[src/rtl/pipelined_ripple_adder.sv]
// pipelined_ripple_adder
//   WIDTH-bit unsigned adder split into STAGES ripple-carry chunks of
//   CHUNK = WIDTH/STAGES bits. One chunk is added per clock and its carry is
//   registered, so the longest path is a single CHUNK-bit ripple.
//
//   Handshake: a beat moves on a clock edge when valid && ready on that side.
//   The whole pipe advances together (adv = !out_valid || out_ready). in_ready
//   equals adv and never depends on in_valid. Bubbles travel as valid=0
//   entries and are not collapsed. A stall freezes every stage, so sum/cout
//   stay stable while out_valid && !out_ready.
//
//   Optional feature: define ADDER_SUB_EN to add a 'sub' input sampled with
//   a/b. sub=1 computes a + ~b + 1 (cin ignored), so cout=1 means no borrow.
//   The inverted b is what travels down the pipe, which keeps sub attached to
//   its own operands.
module pipelined_ripple_adder #(
  parameter int WIDTH  = 16,
  parameter int STAGES = 4
) (
  input  logic             clk,
  input  logic             rst,
  input  logic             in_valid,
  output logic             in_ready,
  input  logic [WIDTH-1:0] a,
  input  logic [WIDTH-1:0] b,
  input  logic             cin,
`ifdef ADDER_SUB_EN
  input  logic             sub,
`endif
  output logic             out_valid,
  input  logic             out_ready,
  output logic [WIDTH-1:0] sum,
  output logic             cout
);

  localparam int CHUNK = WIDTH / STAGES;

  logic             adv;
  logic [WIDTH-1:0] b_eff;
  logic             cin_eff;

  assign adv      = !out_valid || out_ready;
  assign in_ready = adv;

`ifdef ADDER_SUB_EN
  assign b_eff   = sub ? ~b : b;
  assign cin_eff = sub ? 1'b1 : cin;
`else
  assign b_eff   = b;
  assign cin_eff = cin;
`endif

  // Bit-serial ripple of one chunk; returns {carry_out, chunk_sum}.
  function automatic logic [CHUNK:0] ripple(input logic [CHUNK-1:0] x,
                                            input logic [CHUNK-1:0] y,
                                            input logic             ci);
    logic             c;
    logic [CHUNK-1:0] s;
    c = ci;
    s = '0;
    for (int i = 0; i < CHUNK; i++) begin
      s[i] = x[i] ^ y[i] ^ c;
      c    = (x[i] & y[i]) | (c & (x[i] ^ y[i]));
    end
    return {c, s};
  endfunction

  genvar k;
  generate
    for (k = 0; k < STAGES; k++) begin : stg
      // DONE = sum bits finished after this stage; PEND = operand bits still to add.
      localparam int DONE = (k + 1) * CHUNK;
      localparam int PEND = WIDTH - DONE;

      logic             v_q;
      logic             c_q;
      logic [DONE-1:0]  sum_q;
      logic             v_d;
      logic [DONE-1:0]  sum_d;
      logic [CHUNK-1:0] xa;
      logic [CHUNK-1:0] xb;
      logic             ci;
      logic [CHUNK:0]   r;

      if (k == 0) begin : src
        assign v_d   = in_valid && in_ready;
        assign xa    = a[CHUNK-1:0];
        assign xb    = b_eff[CHUNK-1:0];
        assign ci    = cin_eff;
        assign sum_d = r[CHUNK-1:0];
      end else begin : src
        assign v_d   = stg[k-1].v_q;
        assign xa    = stg[k-1].pend.pa_q[CHUNK-1:0];
        assign xb    = stg[k-1].pend.pb_q[CHUNK-1:0];
        assign ci    = stg[k-1].c_q;
        assign sum_d = {r[CHUNK-1:0], stg[k-1].sum_q};
      end

      assign r = ripple(xa, xb, ci);

      // Stage result register: valid flag, chunk carry and finished low sum bits.
      always_ff @(posedge clk) begin
        if (rst) begin
          v_q   <= 1'b0;
          c_q   <= 1'b0;
          sum_q <= '0;
        end else if (adv) begin
          v_q   <= v_d;
          c_q   <= r[CHUNK];
          sum_q <= sum_d;
        end
      end

      if (PEND > 0) begin : pend
        logic [PEND-1:0] pa_q;
        logic [PEND-1:0] pb_q;
        logic [PEND-1:0] pa_d;
        logic [PEND-1:0] pb_d;

        if (k == 0) begin : from_in
          assign pa_d = a[WIDTH-1:CHUNK];
          assign pb_d = b_eff[WIDTH-1:CHUNK];
        end else begin : from_prev
          assign pa_d = stg[k-1].pend.pa_q[PEND+CHUNK-1:CHUNK];
          assign pb_d = stg[k-1].pend.pb_q[PEND+CHUNK-1:CHUNK];
        end

        // Upper operand bits waiting for their chunk in a later stage.
        always_ff @(posedge clk) begin
          if (rst) begin
            pa_q <= '0;
            pb_q <= '0;
          end else if (adv) begin
            pa_q <= pa_d;
            pb_q <= pb_d;
          end
        end
      end
    end
  endgenerate

  assign out_valid = stg[STAGES-1].v_q;
  assign sum       = stg[STAGES-1].sum_q;
  assign cout      = stg[STAGES-1].c_q;

endmodule
[config.mk]
export PLATFORM = sky130hd
export DESIGN_NAME = pipelined_ripple_adder
export DESIGN_NICKNAME = d
export VERILOG_FILES = /design/src/rtl/pipelined_ripple_adder.sv
export SDC_FILE = /design/constraint.sdc
export NUM_CORES = 1
export LEC_CHECK = 0
export ABC_AREA = 1
export CORE_MARGIN = 5
export CORE_UTILIZATION = 55
export DETAILED_ROUTE_END_ITERATION = 8
export GPL_TIMING_DRIVEN = 0
export PLACE_DENSITY = 0.79
export SETUP_SLACK_MARGIN = 0.4
export SYNTH_ARGS = -nofsm -noshare
export SYNTH_HDL_FRONTEND = slang
export SYNTH_SLANG_ARGS = --single-unit
[constraint.sdc]
create_clock -name clk -period 2.5 [get_ports clk]
set_clock_uncertainty 0.15 [all_clocks]
set_input_delay 0.5 -clock clk [delete_from_list [all_inputs] [get_ports clk]]
set_output_delay 0.5 -clock clk [all_outputs]
set_load 0.05 [all_outputs]
==> results.md <==
- Ys async rst share: 0
- Vias in the first global route: 3,583
- Crit path kind: reg -> reg
- Slew headroom: 0.663
- Leading area contributor after synthesis: dfxtp_1
- Number of CTS-inserted buffers: 9
- Grt ovf: 0
- Setup violators final: 0
- CTS tree: done
- Overall power: 3.27 mW
- Yosys cell types: 13
- Number of synthesized flops with an enable pin: 0
- Final hold vios: 0
- Initial Util: 0.573
- Layout cells sized above 1: 0.112
- Period utilization: 0.907
- Seq pwr share: 0.518
- Core ar.: 7810 um2
- Post-route ant nets: 0
- Root buffer cell: clkbuf_8
- Clock Pin Slew Worst Setup and Hold Paths: 0.09 ns
- Max-slew violation count: 0
- WHS Path Cells: 2
- Clock period minus worst slack: 2.27 ns
- Synth-to-layout area growth: 21.0%
- Mapped Cells: 660
- Io pins: 56
- Die ar.: 10,000 um2
- RSZ-0062 raised after global routing: yes
- Post-CTS setup buffers: 0
- Post-Syn Nets: 713
- I/O Buffers: 55
- Hold Path Class: reg -> reg
- H-tree depth: 3
- Power share of the combinational group: 0.159
- WL per Instance: 11.4 um
- Mean post-synth cell area: 6.78 um2
- Peak supply drop: 0.471 mV
- DP HPWL: 6870 um
- Wirelength, routed: 9470 um
- # DRC: 0
- Initial DRC count: 206
- Primary FF master, synth: dfxtp_1
- Vias per cell: 4.65
- Cell-internal power: 2.36 mW
- Sw Share: 0.278
- Static Leak: 2.46 nW
- Crit path capture type: flop
- Max Cap Viol: 0
- Final setup TNS: 0 ns
- Antenna violations before repair: 0
- NetSw: 0.908 mW
- Clock buffer depth: 2
- Req. time, crit path: 2.65 ns
- Actual slew at the worst max-slew pin: 0.508 ns
- Diode count: 0
- Final worst setup slack: 0.233 ns
- Most numerous cell in the Yosys netlist: nor2_1
- Sequential cell area: 1930 um2
- Via count: 3,873
- Yosys reg bits: 96
- Yosys warns: 0
- Post-synth top cells: 190 x nor2_1, 121 x inv_1, 96 x dfxtp_1, 96 x nand2_1, 95 x nand3_1
- Post-Syn Area: 4470 um2
- Fillers: 670
- Total power per unit cell area: 604 nW/um2
- Clock sinks: 96
- Synth area leaders: dfxtp_1 43%, nor2_1 16%, nand3_1 11%
- Layout net count: 779
- DIE WIDTH: 100 um
- Dpl ws: -0.615 ns
- Synth top area share: 0.430
- Largest net degree at the start of global routing: 16
- Multi-input logic area: 1920 um2
- # rows: 32
- Clk_lat worst skew: 0.36 ns
- Share of the yosys chip area belonging to registers: 0.430
- Gp weighted congestion: 0.820
- Smallest hold slack: 0.330 ns
- Status: finished, final reports clean
- Tot GR Track Use: 0.197
- Worst reg2reg path depth: 10
- Die H: 100 um
- Power share of the clock group: 0.323
- First-pass GRT wire length: 16,000 um
- Drt first pass iters: 4
- Arrival time worst endpoint: 2.42 ns
- FMAX: 0.441 GHz
- # hold bufs at CTS: 0
- Crit path launch type: flop
- Critical Path Fanout Max: 2
[kinds of logic after synthesis]
| group | count (synthesis) | share of synthesized area |
|---|---|---|
| and+or+nand+nor | 382 | 0.349 |
| buffers and inverters | 165 | 0.149 |
| adders and majority gates | 16 | 0.0716 |
| DFF | 96 | 0.430 |
| AOI/OAI and AO/OA | 1 | 0.00112 |
[cell usage in the layout (no fill, tap or decap), types with 2 or more instances in the layout]
cell	count
nor2_1	189
inv_1	105
nand2_1	96
nand3_1	95
dfxtp_1	90
clkdlybuf4s50_1	30
dlygate4sd2_1	21
inv_2	16
clkbuf_1	14
fa_2	13
buf_2	12
clkbuf_8	11
buf_4	8
buf_1	5
dfxtp_2	5
buf_6	4
fa_1	3
clkinvlp_4	2
clkinv_2	2
[flip-flops by register name, summed over array words and instances (netlist names)]
name,flops
cout,1
out_valid,1
stg.c_q,3
stg.pend.pa_q,24
stg.pend.pb_q,24
stg.sum_q,24
stg.v_q,3
sum,16
[worst paths after layout]
| kind | start | to | slack (ns) |
|---|---|---|---|
| hold / removal | stg[2].v_q$_SDFFE_PP0N_ | out_valid$_SDFFE_PP0N_ | 0.33 |
| setup reg to reg | stg[2].c_q$_SDFFE_PP0N_ | sum[15]$_SDFFE_PP0N_ | 0.23 |
| hold reg to reg | stg[2].v_q$_SDFFE_PP0N_ | out_valid$_SDFFE_PP0N_ | 0.33 |
| setup / recovery | stg[2].c_q$_SDFFE_PP0N_ | sum[15]$_SDFFE_PP0N_ | 0.23 |
[critical path: stages (launching register included)]
cell	delay [ns]
dfxtp_1	0.33
inv_2	0.09
fa_2	0.21
inv_2	0.04
fa_2	0.35
fa_2	0.38
inv_2	0.07
fa_1	0.40
inv_1	0.06
nor2_1	0.04
nor2_1	0.09
[routing by layer]
layer | GRT usage | wire, um
met2 | 0.314 | 4380
met3 | 0.0459 | 473
met1 | 0.266 | 4470
met5 | 0 | 0
met4 | 0.0591 | 144
[metrics by stage]
stage          area [um2]  cells   util
6_report             5420    833  0.694
5_1_grt              5420    833  0.694
4_1_cts              5370    833  0.688
3_5_place_dp         5190    817  0.665
3_3_place_gp         5190    817  0.665
2_1_floorplan        4510    660      -
[area by class of cell]
type,count,area share
Sequential cell,96,0.357
Multi-Input combinational cell,399,0.355
Timing Repair Buffer,55,0.0984
Inverter,124,0.0896
Buffer,41,0.0388
Clock buffer,11,0.0280
Tap cell,102,0.0236
Clock inverter,5,0.0102
[timing repair]
| item | CTS | global route |
|---|---|---|
| gates resized for setup | 48 | 20 |
| endpoints found under the hold margin | 0 | 0 |
| endpoints found under the setup margin | 27 | 8 |
| pin swaps | 17 | 14 |
| cloned | 0 | 0 |
[power groups by stage]
stage	logic [mW]	clock network, mW	registers, mW
floorplan	0.306	0	1.77
global placement	0.512	0	1.72
detailed placement	0.522	0	1.73
CTS	0.513	1.07	1.69
global route	0.587	1.15	1.71
finish	0.518	1.06	1.69
No activity file was read; power rests on OpenSTA's default activity.
